**config.mk**
```make
export PLATFORM = sky130hd
export DESIGN_NAME = uart_rx_ctrl_flat
export DESIGN_NICKNAME = d
export VERILOG_FILES = /design/src/rtl/uart_rx_ctrl_if.sv /design/src/rtl/uart_rx_ctrl.sv /design/src/flat_wrapper.sv
export SDC_FILE = /design/constraint.sdc
export NUM_CORES = 1
export LEC_CHECK = 0
export ABC_AREA = 1
export CAP_MARGIN = 20
export CORE_ASPECT_RATIO = 1.2
export CORE_MARGIN = 2
export CORE_UTILIZATION = 28
export CTS_CLUSTER_DIAMETER = 30
export DETAILED_ROUTE_END_ITERATION = 8
export PLACE_DENSITY = 0.49
export SLEW_MARGIN = 15
export SYNTH_ARGS = -nofsm -noshare
export SYNTH_HDL_FRONTEND = slang
export SYNTH_SLANG_ARGS = --single-unit
```
**constraint.sdc**
```tcl
create_clock -name rx_clk -period 12.42 [get_ports rx_clk]
set_clock_uncertainty 0.2 [all_clocks]
set_input_delay 3.105 -clock rx_clk [delete_from_list [all_inputs] [get_ports rx_clk]]
set_output_delay 3.105 -clock rx_clk [all_outputs]
set_load 0.05 [all_outputs]
```
**src/rtl/uart_rx_ctrl_if.sv**
```systemverilog
// ---------------------------------------------------------------------------
// uart_rx_ctrl_if
// Byte stream leaving the UART receive controller: FIFO head data, its
// error flags and a valid/ready handshake.
//   m_data  : head byte of the receive FIFO
//   m_err   : {parity_err, stop_err} of the head entry
//   m_valid : FIFO holds at least one entry
//   m_ready : consumer accepts the head entry this cycle
// Modports: master = controller side, slave = consumer side.
// ---------------------------------------------------------------------------
interface uart_rx_ctrl_if #(
  parameter int DATA_WIDTH = 8
);
  logic [DATA_WIDTH-1:0] m_data;
  logic [1:0]            m_err;
  logic                  m_valid;
  logic                  m_ready;

  modport master (output m_data, output m_err, output m_valid, input m_ready);
  modport slave  (input m_data, input m_err, input m_valid, output m_ready);
endinterface

```
**src/rtl/uart_rx_ctrl.sv**
```systemverilog
// ---------------------------------------------------------------------------
// uart_rx_ctrl
// Controller around a UART receiver datapath. Holds the receiver's runtime
// configuration and only applies host updates between frames, watches the
// serial line to track frame activity, classifies each finished frame,
// buffers good bytes in a small FIFO and keeps saturating error/overrun
// statistics.
//
// Optional feature macro: UART_RX_CTRL_KEEP_ERR_FRAMES_EN
//   defined   : errored frames are pushed with m_err set
//   undefined : errored frames are dropped, m_err tied to 0
//
// Ports
//   rx_clk, rst_n          : oversampling clock, async active-low reset
//   rx_in                  : serial line (monitored)
//   cfg_prescale/parity_*  : requested configuration, captured on cfg_update
//   prescale/parity_*      : active configuration driven to the receiver
//   p_data, data_valid,
//   stop_error,parity_error: receiver results
//   m_if (master)          : byte FIFO consumer port
//   cfg_pending/cfg_reject : update status
//   frame_timeout          : pulse, frame ended without receiver event
//   frame_err_cnt,
//   overrun_cnt, cnt_clr   : saturating statistics and their clear
// ---------------------------------------------------------------------------
module uart_rx_ctrl #(
  parameter int DATA_WIDTH     = 8,
  parameter int PRESCALE_WIDTH = 6,
  parameter int FIFO_DEPTH     = 4,
  parameter int CNT_WIDTH      = 8
) (
  input  logic                      rx_clk,
  input  logic                      rst_n,
  input  logic                      rx_in,
  input  logic [PRESCALE_WIDTH-1:0] cfg_prescale,
  input  logic                      cfg_parity_enable,
  input  logic                      cfg_parity_type,
  input  logic                      cfg_update,
  output logic [PRESCALE_WIDTH-1:0] prescale,
  output logic                      parity_enable,
  output logic                      parity_type,
  input  logic [DATA_WIDTH-1:0]     p_data,
  input  logic                      data_valid,
  input  logic                      stop_error,
  input  logic                      parity_error,
  uart_rx_ctrl_if.master            m_if,
  output logic                      cfg_pending,
  output logic                      cfg_reject,
  output logic                      frame_timeout,
  output logic [CNT_WIDTH-1:0]      frame_err_cnt,
  output logic [CNT_WIDTH-1:0]      overrun_cnt,
  input  logic                      cnt_clr
);

  localparam int TW = PRESCALE_WIDTH + 4;
  localparam int AW = $clog2(FIFO_DEPTH);
  localparam logic [AW:0] DEPTH_CNT = (AW+1)'(FIFO_DEPTH);
`ifdef UART_RX_CTRL_KEEP_ERR_FRAMES_EN
  localparam int EW = DATA_WIDTH + 2;
`else
  localparam int EW = DATA_WIDTH;
`endif

  typedef enum logic [1:0] {S_IDLE, S_FRAME, S_DONE} state_t;

  state_t                    r_state, w_state_next;
  logic [PRESCALE_WIDTH-1:0] r_prescale, r_pend_prescale;
  logic                      r_parity_enable, r_parity_type;
  logic                      r_pend_parity_enable, r_pend_parity_type;
  logic                      r_cfg_pending, r_cfg_reject, r_frame_timeout;
  logic [TW-1:0]             r_timer;
  logic [CNT_WIDTH-1:0]      r_frame_err_cnt, r_overrun_cnt;
  logic [EW-1:0]             r_mem [FIFO_DEPTH];
  logic [AW-1:0]             r_wr_ptr, r_rd_ptr;
  logic [AW:0]               r_count;

  logic          w_cfg_legal, w_event, w_glitch, w_timer_expire;
  logic          w_apply, w_start, w_timeout;
  logic [TW-1:0] w_load, w_elapsed, w_half;
  logic          w_push_req, w_push, w_pop, w_full, w_overrun, w_err_inc;
  logic [EW-1:0] w_push_entry, w_head;

  assign w_cfg_legal = (cfg_prescale == PRESCALE_WIDTH'(8))  ||
                       (cfg_prescale == PRESCALE_WIDTH'(16)) ||
                       (cfg_prescale == PRESCALE_WIDTH'(32));

  // Frame window in oversampling ticks: (frame bits + 1) * prescale,
  // where a frame is 10 bits, or 11 with parity.
  assign w_load    = (r_parity_enable ? TW'(12) : TW'(11)) * TW'(r_prescale);
  assign w_elapsed = w_load - r_timer;
  assign w_half    = TW'(r_prescale >> 1);

  assign w_event        = data_valid | stop_error | parity_error;
  assign w_glitch       = rx_in && (w_elapsed < w_half);
  assign w_timer_expire = (r_timer == TW'(1));

  // State register
  always_ff @(posedge rx_clk or negedge rst_n) begin
    if (!rst_n) r_state <= S_IDLE;
    else        r_state <= w_state_next;
  end

  // Next state. A pending config is applied before a start bit is looked at,
  // so a frame can never begin in the same cycle the settings change.
  always_comb begin
    w_state_next = r_state;
    unique case (r_state)
      S_IDLE:  if (!r_cfg_pending && !rx_in) w_state_next = S_FRAME;
      S_FRAME: begin
        if (w_event)             w_state_next = S_DONE;
        else if (w_glitch)       w_state_next = S_IDLE;
        else if (w_timer_expire) w_state_next = S_IDLE;
      end
      S_DONE:  if (rx_in) w_state_next = S_IDLE;
      default: w_state_next = S_IDLE;
    endcase
  end

  // State-decoded controls
  always_comb begin
    w_apply   = 1'b0;
    w_start   = 1'b0;
    w_timeout = 1'b0;
    unique case (r_state)
      S_IDLE: begin
        w_apply = r_cfg_pending;
        w_start = !r_cfg_pending && !rx_in;
      end
      S_FRAME: w_timeout = !w_event && !w_glitch && w_timer_expire;
      default: ;
    endcase
  end

  always_ff @(posedge rx_clk or negedge rst_n) begin
    if (!rst_n)                 r_timer <= '0;
    else if (w_start)           r_timer <= w_load;
    else if (r_state == S_FRAME) r_timer <= r_timer - TW'(1);
  end

  // A legal update arriving in the apply cycle wins over the clear, so the
  // newer request stays pending and is applied on the next idle cycle.
  always_ff @(posedge rx_clk or negedge rst_n) begin
    if (!rst_n) begin
      r_prescale           <= PRESCALE_WIDTH'(32);
      r_parity_enable      <= 1'b0;
      r_parity_type        <= 1'b0;
      r_pend_prescale      <= PRESCALE_WIDTH'(32);
      r_pend_parity_enable <= 1'b0;
      r_pend_parity_type   <= 1'b0;
      r_cfg_pending        <= 1'b0;
      r_cfg_reject         <= 1'b0;
    end else begin
      r_cfg_reject <= cfg_update && !w_cfg_legal;
      if (w_apply) begin
        r_prescale      <= r_pend_prescale;
        r_parity_enable <= r_pend_parity_enable;
        r_parity_type   <= r_pend_parity_type;
      end
      if (cfg_update && w_cfg_legal) begin
        r_pend_prescale      <= cfg_prescale;
        r_pend_parity_enable <= cfg_parity_enable;
        r_pend_parity_type   <= cfg_parity_type;
        r_cfg_pending        <= 1'b1;
      end else if (w_apply) begin
        r_cfg_pending <= 1'b0;
      end
    end
  end

  // Frame classification is independent of the FSM state.
`ifdef UART_RX_CTRL_KEEP_ERR_FRAMES_EN
  assign w_push_req   = w_event;
  assign w_push_entry = {parity_error, stop_error, p_data};
  assign m_if.m_err   = w_head[EW-1 -: 2];
`else
  assign w_push_req   = data_valid && !stop_error && !parity_error;
  assign w_push_entry = p_data;
  assign m_if.m_err   = 2'b00;
`endif

  assign w_full    = (r_count == DEPTH_CNT);
  assign w_pop     = (r_count != '0) && m_if.m_ready;
  assign w_push    = w_push_req && (!w_full || w_pop);
  assign w_overrun = w_push_req && w_full && !w_pop;
  assign w_err_inc = stop_error || parity_error || w_timeout;

  always_ff @(posedge rx_clk) begin
    if (w_push) r_mem[r_wr_ptr] <= w_push_entry;
  end

  always_ff @(posedge rx_clk or negedge rst_n) begin
    if (!rst_n) begin
      r_wr_ptr <= '0;
      r_rd_ptr <= '0;
      r_count  <= '0;
    end else begin
      if (w_push) r_wr_ptr <= r_wr_ptr + AW'(1);
      if (w_pop)  r_rd_ptr <= r_rd_ptr + AW'(1);
      if (w_push && !w_pop)      r_count <= r_count + (AW+1)'(1);
      else if (!w_push && w_pop) r_count <= r_count - (AW+1)'(1);
    end
  end

  // Statistics saturate at all-ones; clear beats a simultaneous increment.
  always_ff @(posedge rx_clk or negedge rst_n) begin
    if (!rst_n) begin
      r_frame_err_cnt <= '0;
      r_overrun_cnt   <= '0;
      r_frame_timeout <= 1'b0;
    end else begin
      r_frame_timeout <= w_timeout;
      if (cnt_clr) begin
        r_frame_err_cnt <= '0;
        r_overrun_cnt   <= '0;
      end else begin
        if (w_err_inc && (r_frame_err_cnt != '1))
          r_frame_err_cnt <= r_frame_err_cnt + CNT_WIDTH'(1);
        if (w_overrun && (r_overrun_cnt != '1))
          r_overrun_cnt <= r_overrun_cnt + CNT_WIDTH'(1);
      end
    end
  end

  assign w_head        = r_mem[r_rd_ptr];
  assign m_if.m_data   = w_head[DATA_WIDTH-1:0];
  assign m_if.m_valid  = (r_count != '0);
  assign prescale      = r_prescale;
  assign parity_enable = r_parity_enable;
  assign parity_type   = r_parity_type;
  assign cfg_pending   = r_cfg_pending;
  assign cfg_reject    = r_cfg_reject;
  assign frame_timeout = r_frame_timeout;
  assign frame_err_cnt = r_frame_err_cnt;
  assign overrun_cnt   = r_overrun_cnt;

endmodule
```
**src/flat_wrapper.sv**
```systemverilog
// flat-port wrapper written by rule: the top's interface ports become plain ports
module uart_rx_ctrl_flat 
#(
  parameter int DATA_WIDTH     = 8,
  parameter int PRESCALE_WIDTH = 6,
  parameter int FIFO_DEPTH     = 4,
  parameter int CNT_WIDTH      = 8
)
  (rx_clk, rst_n, rx_in, cfg_prescale, cfg_parity_enable, cfg_parity_type, cfg_update, prescale, parity_enable, parity_type, p_data, data_valid, stop_error, parity_error, cfg_pending, cfg_reject, frame_timeout, frame_err_cnt, overrun_cnt, cnt_clr, m_if_m_data, m_if_m_err, m_if_m_valid, m_if_m_ready);
  uart_rx_ctrl_if #(.DATA_WIDTH(DATA_WIDTH)) m_if_i ();
  input  logic rx_clk;
  input  logic rst_n;
  input  logic rx_in;
  input  logic [PRESCALE_WIDTH-1:0] cfg_prescale;
  input  logic cfg_parity_enable;
  input  logic cfg_parity_type;
  input  logic cfg_update;
  output logic [PRESCALE_WIDTH-1:0] prescale;
  output logic parity_enable;
  output logic parity_type;
  input  logic [DATA_WIDTH-1:0] p_data;
  input  logic data_valid;
  input  logic stop_error;
  input  logic parity_error;
  output logic cfg_pending;
  output logic cfg_reject;
  output logic frame_timeout;
  output logic [CNT_WIDTH-1:0] frame_err_cnt;
  output logic [CNT_WIDTH-1:0] overrun_cnt;
  input  logic cnt_clr;
  output wire logic [$bits(m_if_i.m_data)-1:0] m_if_m_data;
  output wire logic [$bits(m_if_i.m_err)-1:0] m_if_m_err;
  output wire logic [$bits(m_if_i.m_valid)-1:0] m_if_m_valid;
  input wire logic [$bits(m_if_i.m_ready)-1:0] m_if_m_ready;
  assign m_if_m_data = m_if_i.m_data;
  assign m_if_m_err = m_if_i.m_err;
  assign m_if_m_valid = m_if_i.m_valid;
  assign m_if_i.m_ready = m_if_m_ready;
  uart_rx_ctrl #(.DATA_WIDTH(DATA_WIDTH), .PRESCALE_WIDTH(PRESCALE_WIDTH), .FIFO_DEPTH(FIFO_DEPTH), .CNT_WIDTH(CNT_WIDTH)) u_core (.rx_clk(rx_clk), .rst_n(rst_n), .rx_in(rx_in), .cfg_prescale(cfg_prescale), .cfg_parity_enable(cfg_parity_enable), .cfg_parity_type(cfg_parity_type), .cfg_update(cfg_update), .prescale(prescale), .parity_enable(parity_enable), .parity_type(parity_type), .p_data(p_data), .data_valid(data_valid), .stop_error(stop_error), .parity_error(parity_error), .m_if(m_if_i), .cfg_pending(cfg_pending), .cfg_reject(cfg_reject), .frame_timeout(frame_timeout), .frame_err_cnt(frame_err_cnt), .overrun_cnt(overrun_cnt), .cnt_clr(cnt_clr));
endmodule
```
=== Yosys cells after proc, flatten, opt, wreduce, memory -nomap -nowiden ===
Memory sizes are Yosys's and may differ from the RTL's.
Index checks and enable logic that the tools add are counted.

* Add/sub/neg operators: 8
* Multipliers: 1
* $lt $le $gt $ge: 1
* Equality and inequality tests: 12
* Multiplexer cells: 22
* Bitwise operators: 2
* Reductions and logical operators: 39

{| class="wikitable"
|+ Operators with widths
! cell !! count
|-
| $mux W8 || 4
|-
| $mux W10 || 2
|-
| $add A8 B1 Y8 const B || 2
|-
| $logic_and A1 B1 Y1 || 16
|-
| $ne A8 B8 Y1 const B || 2
|-
| $eq A10 B1 Y1 const B || 1
|-
| $logic_not A1 Y1 || 10
|-
| $lt A10 B5 Y1 || 1
|-
| $mul A10 B6 Y10 || 1
|-
| $mux W2 || 5
|-
| $reduce_bool A2 Y1 || 5
|-
| $sub A10 B1 Y10 const B || 1
|-
| $sub A10 B10 Y10 || 1
|-
| $mux W3 || 3
|-
| $mux W1 || 7
|-
| $eq A6 B4 Y1 const B || 1
|-
| $eq A6 B5 Y1 const B || 1
|-
| $eq A6 B6 Y1 const B || 1
|-
| $pmux W2 S3 || 1
|-
| $logic_or A1 B1 Y1 || 5
|-
| $add A2 B1 Y2 const B || 2
|-
| $ne A4 B1 Y1 const B || 1
|-
| $add A3 B1 Y3 const B || 1
|-
| $eq A3 B3 Y1 const B || 1
|-
| other kinds (9) || 10
|}

* Bits in registers: 54
* Memory bits (writable): 32
* Input bits: 25
* Output and inout port bits: 38
* Word-level logic and storage cells: 102
* Memories kept: 1

{| class="wikitable"
|+ Memories
! memory !! words !! width !! rd ports !! clocked after memory_dff !! write ports !! RTL line !! RTL
|-
| u_core.r_mem || 4 || 8 || 1 || 0 || 1 || uart_rx_ctrl.sv:73 || <nowiki>logic [EW-1:0] r_mem [FIFO_DEPTH];</nowiki>
|}

=== Logic depth before layout (Yosys ltp) ===
* Word-level depth: 13
* Depth in mapped cells: 28
* Gate-level depth less buffers: 27

=== Worst setup path after synthesis ===
No wires, ideal clock.

* Path kind: register -> output
* Start point: reg u_core.r_rd_ptr[0]
* End point: out m_if_m_data[5]
* Arrival: 1,784 ps
* Data required time: 9,115 ps
* Setup slack: 7,331 ps
* Cell stages (with the launch flop): 6
* Path through: dfrtp_1 > clkbuf_1 > inv_1 > clkbuf_1 > o21ai_0 > o22ai_1

* Cells in the longest elaborated chain, start to end: 1

{| class="wikitable"
|+ RTL lines
! what !! RTL line !! RTL
|-
| start, declared || uart_rx_ctrl.sv:74 || <nowiki>logic [AW-1:0] r_wr_ptr, r_rd_ptr;</nowiki>
|-
| start signal, assigned || uart_rx_ctrl.sv:198 || <nowiki>if (w_pop) r_rd_ptr <= r_rd_ptr + AW'(1);</nowiki>
|-
| $mem_v2 Z4 W8 || -- ||
|-
| end, declared || flat_wrapper.sv:31 || <nowiki>output wire logic [$bits(m_if_i.m_data)-1:0] m_if_m_data;</nowiki>
|}

Every way passes these cells.

=== Worst setup path after layout ===
* Start point: reg u_core.r_rd_ptr[0]
* End point: out m_if_m_data[2]

The elaborated chain is that of the path after synthesis.

==> summary.md <==
| Metric | Value |
|---|---|
| Status | `completed` |
| Crit path launch | `u_core.r_rd_ptr[0]` |
| CP Buf/Inv Count | `2` |
| Drt pass-1 iters | `6` |
| Clk sinks | `86` |
| Clock Root Buffer | `clkbuf_16` |
| Hpwl dp | `8732 um` |
| Final setup vio count | `0` |
| Synth Flop Type | `dfrtp_1` |
| Total gr overflow | `0` |
| CP top delay family | `buffers and inverters` |
| DRC | `0` |
| Crit share post-route | `0.4715` |
| # nets final | `738` |
| Largest net degree at the start of global routing | `55` |
| CP Data Arrival Time | `2.55 ns` |
| Total Neg Setup Slack | `0 ns` |
| Max-Cap Viols | `0` |
| Hold wc startpoint | `u_core.r_pend_prescale[5]` |
| Slowest library cell on the worst path | `clkdlybuf4s50_1` |
| Post-synth top cells | `122 x nand2_1, 98 x inv_1, 62 x nor2_1` |
| Final ANT Viol Nets | `0` |
| Warnings from Yosys | `0` |
| Slew Limit Fails | `0` |
| Crit-path max FO | `18` |
| Setup crit start kind | `flip-flop` |
| Synthesized area per cell | `8.558 sq um` |
| Core footprint | `18170 sq um` |
| Area leader, netlist | `dfrtp_1` |
| Worst setup EP type | `primary output` |
| Gp weighted congestion | `0.8689` |
| Clock Path Buffers | `2` |
| Share of cells above drive strength 1 | `0.06241` |
| Die width | `128.1 um` |
| Setup CP Type | `reg -> out` |
| N_diodes | `0` |
| Tot GR Track Use | `0.1251` |
| Worst path required time | `9.11 ns` |
| Seq cells post-synth | `86` |
| Synth top area cells | `dfrtp_1 25%, edfxtp_1 19%, nand2_1 8.8%, ha_1 8.5%, inv_1 7.1%` |
| Die Span Y | `153.0 um` |
| Hold Vio Cnt, Final | `0` |
| Via/cell ratio | `4.533` |
| Reg2Reg Launch Point | `u_core.parity_enable` |
| Initial antenna violation count | `0` |
| RSZ-0062 raised after global routing | `false` |
| CTS tree | `built` |
| Slowest stage delay, CP | `0.84 ns` |
| # Post-CTS Setup Buffers | `0` |
| H-tree levels | `3` |
| Max-slew headroom | `0.4655` |
| Most frequent cell after synthesis | `nand2_1` |
| Synthesized area | `5177 sq um` |
| Routed len/inst | `13.00 um` |
| Starting Density | `0.2849` |
| Synth Instances | `605` |
| Cells along the critical path | `inv_1 > o21ai_0 > o22ai_1 > clkdlybuf4s50_1` |
| Vias | `4066` |
| Cell Rows | `54` |
| Routed WL | `11660 um` |
| I/O Buffers | `60` |
| Post-CTS Hold Fix Bufs | `0` |
| # IOs | `63` |
| TritonCTS Buffers | `9` |
| Worst-Margin Slew | `0.7988 ns` |
| Die area | `19600 sq um` |
| Worst skew pair latency | `0.34 ns` |
| Minimum clock period after layout | `5.857 ns` |
| Area grow syn2layout | `21.77%` |
| Max Fclk | `170.7 MHz` |
| CTS clk-pin slew, worst paths | `0.07 ns` |
| Resized cells post-CTS | `0` |
| Yosys cell types | `44` |
| Fillers | `1870` |
| Synth async-reset ratio | `0.6279` |
| EDFF count, synth | `32` |
| Sequential area share after synthesis | `0.4471` |
| DRT iter0 DRCs | `177` |
| Worst min-delay path category | `reg -> reg` |
| Vias in the first global route | `4012` |
| Share of the synthesized area in the top cell type | `0.2513` |
| Global-route wire length before repair | `19550 um` |
layer usage:
| layer | track usage | up-vias | wire (um) |
|---|---|---|---|
| met5 | 0 | - | 0 |
| met4 | 0.04919 | 0 | 233 |
| met3 | 0.02940 | 18 | 442 |
| met2 | 0.2063 | 72 | 5485 |
| met1 | 0.1582 | 1881 | 5497 |
| li1 | - | 2095 | - |
final timing paths:
path                            cells after the start                   endpoint  slack, ns
worst max-delay path                                4             m_if_m_data[2]       6.56
min in group asynchronous                           2    u_core.frame_err_cnt[6]       2.69
worst min register to register                      2  u_core.r_pend_prescale[5]       0.27
worst min-delay path                                2  u_core.r_pend_prescale[5]       0.27
max in group asynchronous                           2          u_core.r_timer[0]       8.83
worst max register to register                     19    u_core.frame_err_cnt[6]       7.43
final cells by class:
type / instances / area [sq um] / area share
inverter: 100 / 375.4 / 0.05954
clock buffer: 10 / 239.0 / 0.03790
clock inverter: 6 / 45.04 / 0.007144
tap: 224 / 280.3 / 0.04445
multi-input combinational: 409 / 2440 / 0.3870
sequential: 86 / 2315 / 0.3671
timing repair buffer: 62 / 610.6 / 0.09684
kinds of logic (layout without fill, tap and decap cells):
group,count (synthesis),count (layout),synth area share
simple gates,261,261,0.2226
buf+inv,112,178,0.08313
flops,86,86,0.4471
compound gates,80,80,0.08893
fa+ha+maj,45,45,0.1232
xor+xnor,19,19,0.03214
other cells,1,3,0.0007243
mux,1,1,0.002175
worst reg2reg max path, delay by kind of cell (launching register included):
kind | cells | cell delay, ns
AOI/OAI and AO/OA | 2 | 0.40
adders and majority gates | 5 | 2.06
xor gates and xnor gates | 1 | 0.19
and+or+nand+nor | 11 | 1.60
DFF | 1 | 0.50
state kept, by name (all words and copies together), names as in the netlist:
register / count
u_core.r_mem: 32
u_core.r_timer: 10
u_core.frame_err_cnt: 8
u_core.overrun_cnt: 8
u_core.prescale: 6
u_core.r_pend_prescale: 6
u_core.r_count: 3
u_core.r_rd_ptr: 2
u_core.r_state: 2
u_core.r_wr_ptr: 2
u_core.cfg_pending: 1
u_core.cfg_reject: 1
u_core.frame_timeout: 1
u_core.parity_enable: 1
u_core.parity_type: 1
u_core.r_pend_parity_enable: 1
u_core.r_pend_parity_type: 1
layout by cell type (no fill, tap or decap), drive strengths merged, types with 11 or more instances in the layout:
| cell type | netlist | routed |
|---|---|---|
| dfrtp | 52 | 52 |
| o21ai | 41 | 41 |
| a21oi | 14 | 14 |
| xor2 | 14 | 14 |
| nor2 | 67 | 67 |
| clkdlybuf4s50 | 0 | 59 |
| edfxtp | 32 | 32 |
| ha | 35 | 35 |
| nand4 | 11 | 11 |
| nand3 | 38 | 38 |
| nand2 | 129 | 129 |
| inv | 98 | 100 |
| nor3 | 11 | 11 |
stage by stage:
stage               setup WS (ns)  utilization  cells  cell area (sq um)  hold WS [ns]
CTS                         6.561       0.3469    897               6305        0.2794
detailed placement          6.837       0.3313    881               6021        0.2654
global route                6.424       0.3469    897               6305        0.2994
finish                      6.563       0.3469    897               6305        0.2745
floorplan                   7.331            -    607               5185        0.2481
global placement            6.861       0.3313    881               6021        0.2590
Power is not shown: default switching activity piles up to over one toggle a cycle in this logic, so the estimate is an artifact.
